[src/rtl/snn_pkg.sv]
`default_nettype none
// ============================================================================
// Module   : snn_pkg
// Brief    : Shared types and constants for the SNN frame scheduler.
// Revision : 1.0
// ============================================================================
package snn_pkg;

    typedef enum logic [2:0] {
        ST_IDLE    = 3'd0,
        ST_UNPACK  = 3'd1,
        ST_CORE    = 3'd2,
        ST_TX_REQ  = 3'd3,
        ST_TX_WAIT = 3'd4
    } state_t;

    localparam int         PIXELS_PER_FRAME = 784;
    localparam logic [7:0] ASCII_ZERO       = 8'h30;

endpackage
`default_nettype wire

[src/rtl/snn_byte_unpack.sv]
`default_nettype none
// ============================================================================
// Module   : snn_byte_unpack
// Brief    : Byte shift register, one-deep pending slot, bit counter, overrun.
// Revision : 1.0
// ============================================================================
module snn_byte_unpack
    import snn_pkg::*;
(
    input  logic       clk,
    input  logic       rst_n,
    input  state_t     i_state,
    input  logic       i_rx_rdy,
    input  logic [7:0] i_rx_data,
    input  logic       i_frame_end,
    output logic       o_bit,
    output logic [2:0] o_bit_idx,
    output logic       o_byte_done,
    output logic       o_chain,
    output logic       o_overrun
);

    logic [7:0] r_shift;
    logic [7:0] r_pend;
    logic       r_pend_vld;
    logic [2:0] r_bit_idx;
    logic       r_overrun;

    assign o_bit       = r_shift[0];
    assign o_bit_idx   = r_bit_idx;
    assign o_byte_done = (i_state == ST_UNPACK) && (r_bit_idx == 3'd7);
    assign o_chain     = r_pend_vld || i_rx_rdy;
    assign o_overrun   = r_overrun;

    always_ff @(posedge clk or negedge rst_n) begin
        if (!rst_n) begin
            r_shift    <= 8'h00;
            r_pend     <= 8'h00;
            r_pend_vld <= 1'b0;
            r_bit_idx  <= 3'd0;
            r_overrun  <= 1'b0;
        end else begin
            case (i_state)
                ST_IDLE: begin
                    if (i_rx_rdy) begin
                        r_shift   <= i_rx_data;
                        r_bit_idx <= 3'd0;
                    end
                end
                ST_UNPACK: begin
                    r_shift   <= {1'b0, r_shift[7:1]};
                    r_bit_idx <= r_bit_idx + 3'd1;
                    if (i_frame_end) begin
                        r_pend_vld <= 1'b0;
                        if (r_pend_vld || i_rx_rdy) r_overrun <= 1'b1;
                    end else if (o_byte_done) begin
                        // Slot frees on the last bit, so a byte arriving now is still kept
                        if (r_pend_vld) begin
                            r_shift    <= r_pend;
                            r_pend     <= i_rx_data;
                            r_pend_vld <= i_rx_rdy;
                        end else if (i_rx_rdy) begin
                            r_shift <= i_rx_data;
                        end
                    end else if (i_rx_rdy) begin
                        if (r_pend_vld) begin
                            r_overrun <= 1'b1;
                        end else begin
                            r_pend     <= i_rx_data;
                            r_pend_vld <= 1'b1;
                        end
                    end
                end
                default: begin
                    if (i_rx_rdy) r_overrun <= 1'b1;
                end
            endcase
        end
    end

endmodule
`default_nettype wire

[src/rtl/snn_frame_sched.sv]
`default_nettype none
// ============================================================================
// Module   : snn_frame_sched
// Brief    : UART frame loader -> pixel RAM -> inference core -> ASCII result.
// Options  : SNN_RX_TIMEOUT_EN enables the inter-byte partial-frame timeout.
// Revision : 1.0
// ============================================================================
module snn_frame_sched
    import snn_pkg::*;
#(
    parameter int BYTES_PER_FRAME = 98,
    parameter int TIMEOUT_CYC     = 2_500_000
)(
    input  logic       clk,
    input  logic       rst_n,
    input  logic       rx_rdy,
    input  logic [7:0] rx_data,
    output logic       ram_we,
    output logic [9:0] ram_addr,
    output logic       ram_wdata,
    input  logic [9:0] core_addr,
    output logic       core_start,
    input  logic       core_done,
    input  logic [3:0] core_digit,
    output logic       tx_start,
    output logic [7:0] tx_data,
    input  logic       tx_rdy,
    output logic [7:0] led,
    output logic       busy,
    output logic       overrun,
    output logic       rx_timeout
);

    localparam int                    c_BYTE_W    = (BYTES_PER_FRAME > 1) ? $clog2(BYTES_PER_FRAME) : 1;
    localparam logic [c_BYTE_W-1:0]   c_LAST_BYTE = c_BYTE_W'(BYTES_PER_FRAME - 1);

    state_t              r_state;
    state_t              w_state_nxt;
    logic [c_BYTE_W-1:0] r_byte_cnt;
    logic [3:0]          r_digit;
    logic [7:0]          r_tx_data;
    logic                r_core_start;
    logic                r_wait_first;
    logic                w_bit;
    logic [2:0]          w_bit_idx;
    logic                w_byte_done;
    logic                w_chain;
    logic                w_frame_end;
    logic                w_timeout;
    logic                w_tx_start;
    logic [9:0]          w_load_addr;

    assign w_frame_end = w_byte_done && (r_byte_cnt == c_LAST_BYTE);
    assign w_load_addr = 10'({r_byte_cnt, w_bit_idx});

    snn_byte_unpack u_unpack (
        .clk         (clk),
        .rst_n       (rst_n),
        .i_state     (r_state),
        .i_rx_rdy    (rx_rdy),
        .i_rx_data   (rx_data),
        .i_frame_end (w_frame_end),
        .o_bit       (w_bit),
        .o_bit_idx   (w_bit_idx),
        .o_byte_done (w_byte_done),
        .o_chain     (w_chain),
        .o_overrun   (overrun)
    );

    always_comb begin
        w_state_nxt = r_state;
        w_tx_start  = 1'b0;
        case (r_state)
            ST_IDLE:    if (rx_rdy) w_state_nxt = ST_UNPACK;
            ST_UNPACK: begin
                if (w_frame_end)      w_state_nxt = ST_CORE;
                else if (w_byte_done) w_state_nxt = w_chain ? ST_UNPACK : ST_IDLE;
            end
            ST_CORE:    if (core_done) w_state_nxt = ST_TX_REQ;
            ST_TX_REQ: begin
                if (tx_rdy) begin
                    w_tx_start  = 1'b1;
                    w_state_nxt = ST_TX_WAIT;
                end
            end
            // Transmitter has not yet dropped tx_rdy in the cycle after tx_start
            ST_TX_WAIT: if (!r_wait_first && tx_rdy) w_state_nxt = ST_IDLE;
            default:    w_state_nxt = ST_IDLE;
        endcase
    end

    always_ff @(posedge clk or negedge rst_n) begin
        if (!rst_n) begin
            r_state      <= ST_IDLE;
            r_byte_cnt   <= '0;
            r_digit      <= 4'd0;
            r_tx_data    <= 8'h00;
            r_core_start <= 1'b0;
            r_wait_first <= 1'b0;
        end else begin
            r_state      <= w_state_nxt;
            r_core_start <= w_frame_end;
            r_wait_first <= w_tx_start;
            if (w_timeout || w_frame_end) r_byte_cnt <= '0;
            else if (w_byte_done)         r_byte_cnt <= r_byte_cnt + c_BYTE_W'(1);
            if (r_state == ST_CORE && core_done) begin
                r_digit   <= core_digit;
                r_tx_data <= ASCII_ZERO + {4'd0, core_digit};
            end
        end
    end

`ifdef SNN_RX_TIMEOUT_EN
    localparam int c_TO_W = $clog2(TIMEOUT_CYC + 1);

    logic [c_TO_W-1:0] r_idle_cnt;
    logic              r_rx_timeout;

    assign w_timeout  = (r_state == ST_IDLE) && (r_byte_cnt != '0) && !rx_rdy &&
                        (r_idle_cnt == c_TO_W'(TIMEOUT_CYC - 1));
    assign rx_timeout = r_rx_timeout;

    always_ff @(posedge clk or negedge rst_n) begin
        if (!rst_n) begin
            r_idle_cnt   <= '0;
            r_rx_timeout <= 1'b0;
        end else begin
            r_rx_timeout <= w_timeout;
            if (r_state != ST_IDLE || rx_rdy || w_timeout || r_byte_cnt == '0) r_idle_cnt <= '0;
            else                                                                r_idle_cnt <= r_idle_cnt + c_TO_W'(1);
        end
    end
`else
    logic w_unused_timeout;

    assign w_timeout        = 1'b0;
    assign rx_timeout       = 1'b0;
    assign w_unused_timeout = (TIMEOUT_CYC != 0);
`endif

    assign ram_we     = (r_state == ST_UNPACK);
    assign ram_addr   = (r_state == ST_UNPACK) ? w_load_addr : core_addr;
    assign ram_wdata  = (r_state == ST_UNPACK) && w_bit;
    assign core_start = r_core_start;
    assign tx_start   = w_tx_start;
    assign tx_data    = r_tx_data;
    assign led        = {4'd0, r_digit};
    assign busy       = (r_state != ST_IDLE);

endmodule
`default_nettype wire

[config.mk]
export PLATFORM = sky130hd
export DESIGN_NAME = snn_frame_sched
export DESIGN_NICKNAME = d
export VERILOG_FILES = /design/src/rtl/snn_pkg.sv /design/src/rtl/snn_byte_unpack.sv /design/src/rtl/snn_frame_sched.sv
export SDC_FILE = /design/constraint.sdc
export NUM_CORES = 1
export LEC_CHECK = 0
export ABC_CLOCK_PERIOD_IN_PS = 5250
export CAP_MARGIN = 20
export CORE_MARGIN = 1.5
export CORE_UTILIZATION = 30
export CTS_CLUSTER_DIAMETER = 30
export DETAILED_ROUTE_END_ITERATION = 6
export PLACE_DENSITY = 0.62
export SLEW_MARGIN = 20
export SYNTH_ARGS = -nofsm -noshare
export SYNTH_HDL_FRONTEND = slang
export SYNTH_SLANG_ARGS = --single-unit
[constraint.sdc]
create_clock -name clk -period 5.25 [get_ports clk]
set_input_delay 1.3125 -clock clk [delete_from_list [all_inputs] [get_ports clk]]
set_output_delay 1.3125 -clock clk [all_outputs]
set_load 0.01 [all_outputs]
==> results.md, run 1 <==
- Status: completed
- Synth cell types: 40
- Vias in the first global route: between 1500 and 2000
- Clk pin slew, worst setup/hold paths: 0.07 ns
- Unrepaired setup endpoints after global routing: false
- Worst path required time: just under 4 ns
- WHS: around 0.51 ns
- Setup ws final: roughly 1.1 ns
- P_int: roughly 0.76 mW
- Hold path endpoint: u_unpack.o_bit_idx[0]$_DFFE_PN0P_
- Top Ports: 60
- Worst r2r src: r_state[1]$_DFFE_PN0P_
- Hold path depth: 1
- Adder-cell share of the synthesized area: under 10%
- WP data arrival: 2.81 ns
- Setup violations, final: 0
- Die height: just under 90 um
- Clk sink count: 38
- Synth async-reset ratio: 100.0%
- Synth top area cells: dfrtp_1 44%, nand2_1 7.5%, mux2_2 6.3%
- Iter 0 DRT Violations: 114
- Post-synthesis simple-gate area fraction: 19.72%
- Register bit total from synthesis: 38
- Worst setup EP type: output port
- Worst reg2reg path endpoint: r_byte_cnt[5]$_DFFE_PN0P_
- Drc violations: 0
- Post-synth top area share: between 40 and 50%
- Sequential share of power: about 40%
- Routed len/inst: roughly 14 um
- Compound-gate portion of the synthesized area: ~18%
- DIE WIDTH: just under 90 um
- Worst skew pair latency: ~0.30 ns
- DP HPWL: approximately 3300 um
- Fin crit share: about four fifths
- Synth-to-layout area growth: 28.20%
- Cts repair resizes: 0
- Cell Area, Placed: between 2000 and 3000 um^2
- Combinational Power Share: 41.3%
- Postcts setup bufs: 0
- CP Cell Sequence: clkdlybuf4s50_1, nand2_1, nor3b_1, clkdlybuf4s50_1
- Routability cong.: 0.7471
- Largest family of logic cells by synthesized area: simple AND/OR/NAND/NOR gates
- CP peak stage delay: between 0.6 and 0.7 ns
- Global-route wire length before repair: approximately 8200 um
- CTS tree: built
- Slew Viols, Final: 0
- Largest net degree at the start of global routing: 39
- Worst-margin pin slew: roughly 0.87 ns
- Nets: ~300
- Hold buffer count at CTS: 0
- Final hold viol count: 0
- Routed vias/inst: 4.881
- Via count: 1801
- CP dominant cell by count: clkdlybuf4s50_1
- R2r setup slk: roughly 2.9 ns
- DIE AREA: ~7600 um^2
- CTS buffer count: 5
- Layout Cells excl Fill: ~370
- Post-Syn Area per Cell: a little over 9 um^2
- Xor/xnor share of the synthesized area: 0%
- Clock skew: between 0.002 and 0.003 ns
- Starting density of the core: a little under a third
- Core Region: 6832 um^2
- Min-delay src: u_unpack.o_bit_idx[0]$_DFFE_PN0P_
- Gr ovfl total: 0
- Reg2Reg Depth: 7
- Slew margin rel.: 41.14%
- Worst path slowest cell: clkdlybuf4s50_1
- Mux contribution to synthesized area: about 6.3%
- GR Util All Layers: between 10 and 15%
- VDD IR max: around 150 uV
- Remaining antenna violation count after routing: 0
- Row cnt: 30
- Setup crit start: tx_rdy
- Final core utilization: approximately two fifths
- Max-cap violation count: 0
- # diodes: 0
- Fillcell total: approximately 720
- CTS HTree Levels: 2
- Sw frac: between 30% and 40%
- Placed Cells: approximately 360
- Post-Synthesis Cell Area: about 2100 um^2
- Most common cell in the netlist: nand2_1
- Switching pwr: roughly 0.39 mW
- Clock root buffer master: clkbuf_8
- Yosys top cell by area: dfrtp_1
- Crit Path Category: in -> out
- Clock power frac: a little under a fifth
- Power after layout: approximately 1.2 mW
- Pleak: 1.142 nW
- Fmax: 0.2428 GHz
- Mapped Cells: between 200 and 250
- Worst slack at placement: between 1 and 1.5 ns
- I/O Buffers: 52
- Min Tclk post-route: between 4 and 5 ns
- Final wirelength: between 5000 and 6000 um
- Hold Path Class: reg -> reg
- Synth warn: 0
- Layout cells sized above 1: 11.36%
- PwrDens: ~420 nW/um^2
- Clock buffer depth: 2
- Synth top cells by count: 43 x nand2_1, 38 x dfrtp_1, 19 x a31oi_1
- Post-synth EDFFs: 0
- Final Cell Area: approximately 2700 um^2
- Final setup TNS: 0 ns
- Main synth FF type: dfrtp_1
- Sequential cell area fraction in the yosys report: between 40 and 50%
- Pre-antenna DRT Iters: 4
- Worst-path fanout max: 3
- Crit start category: primary input
- Initial antenna violation count: 0
final cells by class:
class,count,area (um^2),area share [%]
Sequential cell,38,950.9,34.69
Inverter,6,22.52,0.8215
Multi-Input combinational cell,167,1026,37.43
Clock inverter,1,5.005,0.1826
Timing Repair Buffer,54,530.5,19.35
Tap cell,96,120.1,4.382
Clock buffer,7,86.33,3.149
worst max-delay path: cells and delay by family:
family	cells	cell delay (ns)
buf+inv	2	1.08
simple gates	2	0.42
logic make-up (layout without fill, tap and decap cells):
group	Yosys count	after routing
muxes	12	12
buffers and inverters	34	68
other	1	7
DFF	38	38
AOI/OAI and AO/OA	58	58
adders and majority gates	4	4
and+or+nand+nor	86	86
how the worst max path moves through the flow:
stage                     to  slack, ns
finish              tx_start       1.13
global route        tx_start       1.00
CTS                 tx_start       1.09
detailed placement  tx_start       1.11
global placement    tx_start       1.18
floorplan           tx_start       2.14
placed cells by master, fill, tap and decap left out, types with 4 or more instances in the layout:
| cell type | netlist | routed |
|---|---|---|
| dfrtp_1 | 38 | 38 |
| conb_1 | 1 | 7 |
| a22o_1 | 11 | 11 |
| inv_1 | 5 | 5 |
| nand4_1 | 8 | 8 |
| nand2_1 | 43 | 43 |
| ha_1 | 4 | 4 |
| clkbuf_8 | 0 | 6 |
| clkdlybuf4s50_1 | 0 | 51 |
| a31oi_1 | 19 | 19 |
| o21ai_0 | 14 | 14 |
| nand3_1 | 4 | 4 |
| nor2_1 | 13 | 13 |
| mux2_2 | 12 | 12 |
routing by layer:
| metal | GRT usage (%) | up-vias | wire (um) |
|---|---|---|---|
| li1 | - | 891 | - |
| met1 | 18.32 | 851 | 2341 |
| met2 | 22.31 | 53 | 2370 |
| met3 | 3.412 | 6 | 289 |
| met4 | 3.463 | 0 | 59 |
| met5 | 0 | - | 0 |
registers in the layout (all words and copies together), names as in the netlist:
signal and flops:
u_unpack.r_pend 8, tx_data 2, u_unpack.o_bit_idx 3, u_unpack.r_shift 8, core_start 1, r_wait_first 1
u_unpack.r_pend_vld 1, r_digit 3, r_state 3, u_unpack.o_overrun 1, r_byte_cnt 7
power by group through the flow:
| stage | logic, mW | registers (mW) | clock network, mW |
|---|---|---|---|
| 2_1_floorplan | 0.333 | 0.445 | 0 |
| 3_3_place_gp | 0.469 | 0.464 | 0 |
| 3_5_place_dp | 0.477 | 0.467 | 0 |
| 4_1_cts | 0.479 | 0.463 | 0.217 |
| 5_1_grt | 0.525 | 0.478 | 0.231 |
| 6_report | 0.476 | 0.464 | 0.211 |
(Power assumes the default switching activity.)
==> run 2, diff against run 1 <==
ABC_CLOCK_PERIOD_IN_PS = 3620   (was 5250)
PLACE_DENSITY = 0.64   (was 0.62)
clock period = 3.62 ns   (was 5.25 ns; I/O delays follow)
==> run 2 against run 1 <==
  * Clock power increased by 65%
  * Power grew 49%
  * Sequential power increased by 45%
  * Setup slack got worse by 0.82 ns
  * Non-clock buffer count is 2 higher
  * Clock skew is 0.0088 ns higher
  * Sequential share of layout area is 0.38 points lower
  * Register-to-register slack got worse by 1.5 ns
  * Combinational power increased by 45%
  * Count of clock-buffer cells in the layout did not move
==> results.md, run 2 (synthesized netlist as in run 1, its figures left out) <==
- Remaining antenna violation count after routing: 0 (unchanged)
- Sequential share of power: 39.3% (-1.0 points)
- DP HPWL: 3319 um (+1.7%)
- Final wirelength: 4926 um (-2.7%)
- Largest net degree at the start of global routing: 39 (unchanged)
- Vias in the first global route: 1719 (-0.17%)
- Worst path required time: 2.71 ns (-1.23 ns)
- Reg2Reg Depth: 6 (-1)
- Top Ports: 60 (unchanged)
- CP peak stage delay: 0.61 ns (about the same)
- Routed len/inst: 13.28 um (-3.2%)
- CTS tree: built
- P_int: 1.156 mW (+53%)
- DIE AREA: 7643 um^2 (unchanged)
- Via count: 1811 (+0.56%)
- Worst-margin pin slew: 0.8659 ns (-0.005199 ns)
- CTS buffer count: 5 (unchanged)
- Routed vias/inst: 4.881 (about the same)
- CTS HTree Levels: 2 (unchanged)
- Pre-antenna DRT Iters: 4 (unchanged)
- CP dominant cell by count: clkdlybuf4s50_1
- Clock root buffer master: clkbuf_8
- Final hold viol count: 0 (unchanged)
- Routability cong.: 0.7285 (-2.5%)
- Pleak: 1.156 nW (+1.2%)
- GR Util met3: 3.886% (+0.47 points)
- CP Cell Sequence: clkdlybuf4s50_1, nand2_1, nor3b_1, clkdlybuf4s50_1
- WP buf/inv: 2 (unchanged)
- Worst skew pair latency: 0.29 ns (about the same)
- Hold path endpoint: u_unpack.o_overrun$_DFFE_PN0P_
- Max-cap violation count: 0 (unchanged)
- Status: completed
- Fin crit share: 91.24%
- Min-delay src: u_unpack.o_overrun$_DFFE_PN0P_
- Fmax: 0.3028 GHz
- Layout cells sized above 1: 11.64% (+0.28 points)
- GR Util All Layers: 13.76% (+0.020 points)
- # diodes: 0 (unchanged)
- WP data arrival: 2.40 ns (-0.41 ns)
- Global-route wire length before repair: 8224 um (-0.17%)
- VDD IR max: 350.0 uV (+130%)
- Worst path slowest cell: clkdlybuf4s50_1
- Top flop regs: u_unpack.r_pend: 8 flops, u_unpack.r_shift: 8 flops, r_byte_cnt: 7 flops
- Crit Path Category: in -> out
- I/O Buffers: 52 (unchanged)
- Row cnt: 30 (unchanged)
- Worst r2r src: u_unpack.o_bit_idx[0]$_DFFE_PN0P_
- Worst reg2reg path endpoint: u_unpack.r_pend[2]$_DFFE_PN0P_
- Synth-to-layout area growth: 29.61%
- Drc violations: 0 (unchanged)
- Clock skew: 0.01175 ns (+0.008808 ns)
- Sw frac: 32.57% (-1.6 points)
- Core Region: 6832 um^2 (unchanged)
- Worst setup EP type: output port
- Clock power frac: 20.3% (+2.0 points)
- Grt peak-use layer: met2
- Initial antenna violation count: 0 (unchanged)
- Cts repair resizes: 0 (unchanged)
- Slew Viols, Final: 0 (unchanged)
- Hold Path Class: reg -> reg
- Gr ovfl total: 0 (unchanged)
- Clk pin slew, worst setup/hold paths: 0.07 ns (about the same)
- Delay-heaviest family, CP: buffers and inverters
- Iter 0 DRT Violations: 84 (-26%)
- Switching pwr: 0.5586 mW (+42%)
- Nets: 305 (+0.66%)
- Starting density of the core: 31.30% (unchanged)
- Worst slack at placement: 0.3087 ns (-0.8039 ns)
- Final setup TNS: 0 ns (unchanged)
- Hold buffer count at CTS: 0 (unchanged)
- Power after layout: 1.715 mW (+49%)
- Clk sink count: 38 (unchanged)
- Worst-path fanout max: 3 (unchanged)
- Die height: 87.43 um (unchanged)
- Most common cell after layout, fill and taps aside: clkdlybuf4s50_1
- Final core utilization: 40.57% (+0.44 points)
- Clock buffer depth: 2 (unchanged)
- Slew margin rel.: 42.27% (+1.1 points)
- Unrepaired setup endpoints after global routing: false
- Met1 Use GR: 18.32% (unchanged)
- Most frequent cells in the layout: 51 x clkdlybuf4s50_1, 43 x nand2_1, 38 x dfrtp_1, 19 x a31oi_1, 14 x o21ai_0
- Combinational Power Share: 40.4% (-0.9 points)
- PwrDens: 618.8 nW/um^2 (+47%)
- WHS: 0.4912 ns (-0.01582 ns)
- Min Tclk post-route: between 3 and 4 ns
- Setup violations, final: 0 (unchanged)
- GR Layer Usage met2: 21.33% (-0.98 points)
- Setup ws final: 0.3171 ns (-0.8150 ns)
- R2r setup slk: 1.35 ns (-1.52 ns)
- Postcts setup bufs: 0 (unchanged)
- DIE WIDTH: 87.43 um (unchanged)
- Crit start category: primary input
- Hold path depth: 1 (unchanged)
==> run 2: cell types whose count changed in the layout (fill, tap and decap cells not counted) <==
| cell | previous run | this run |
|---|---|---|
| buf_4 | 2 | 4 |
| bufinv_16 | 0 | 1 |
| clkbuf_1 | 1 | 2 |
| clkbuf_8 | 6 | 5 |
| clkinv_2 | 1 | 0 |
==> run 2: per-layer routing <==
metal | wire length [um] | up-vias
li1 | - | 896
met3 | 301 | 5
met2 | 2241 | 57
met5 | 0 | -
met1 | 2336 | 853
met4 | 46 | 0
==> run 2: area by class of cell <==
type | count | area [um^2]
clock buffers | 7 | 76.32
clock inverters | 1 | 30.03
inverters | 6 | 22.52
flip-flops and latches | 38 | 950.9
fillers | 703 | 4060
repair buffers | 56 | 545.5
well taps | 96 | 120.1
multi-input cells | 167 | 1026
==> run 2: worst max path at each step <==
stage,from,endpoint,slack [ns],cells past startpoint
floorplan,r_state[2]$_DFFE_PN0P_,ram_wdata,1.28,7
global placement,tx_rdy,tx_start,0.37,4
detailed placement,tx_rdy,tx_start,0.31,4
CTS,tx_rdy,tx_start,0.29,4
global route,tx_rdy,tx_start,0.18,4
finish,tx_rdy,tx_start,0.32,4
==> run 2: power by group through the flow <==
| stage | clock network, mW | registers [mW] | logic (mW) |
|---|---|---|---|
| after floorplan | 0 | 0.646 | 0.483 |
| after global placement | 0 | 0.672 | 0.682 |
| after detailed placement | 0 | 0.679 | 0.700 |
| after CTS | 0.362 | 0.673 | 0.702 |
| after global routing | 0.375 | 0.695 | 0.776 |
| final | 0.349 | 0.674 | 0.692 |
==> run 2: through the flow <==
stage          instance area, um^2  cells
4_1_cts                       2771    371
6_report                      2771    371
3_5_place_dp                  2665    363
3_3_place_gp                  2665    363
5_1_grt                       2771    371
2_1_floorplan                 2161    239
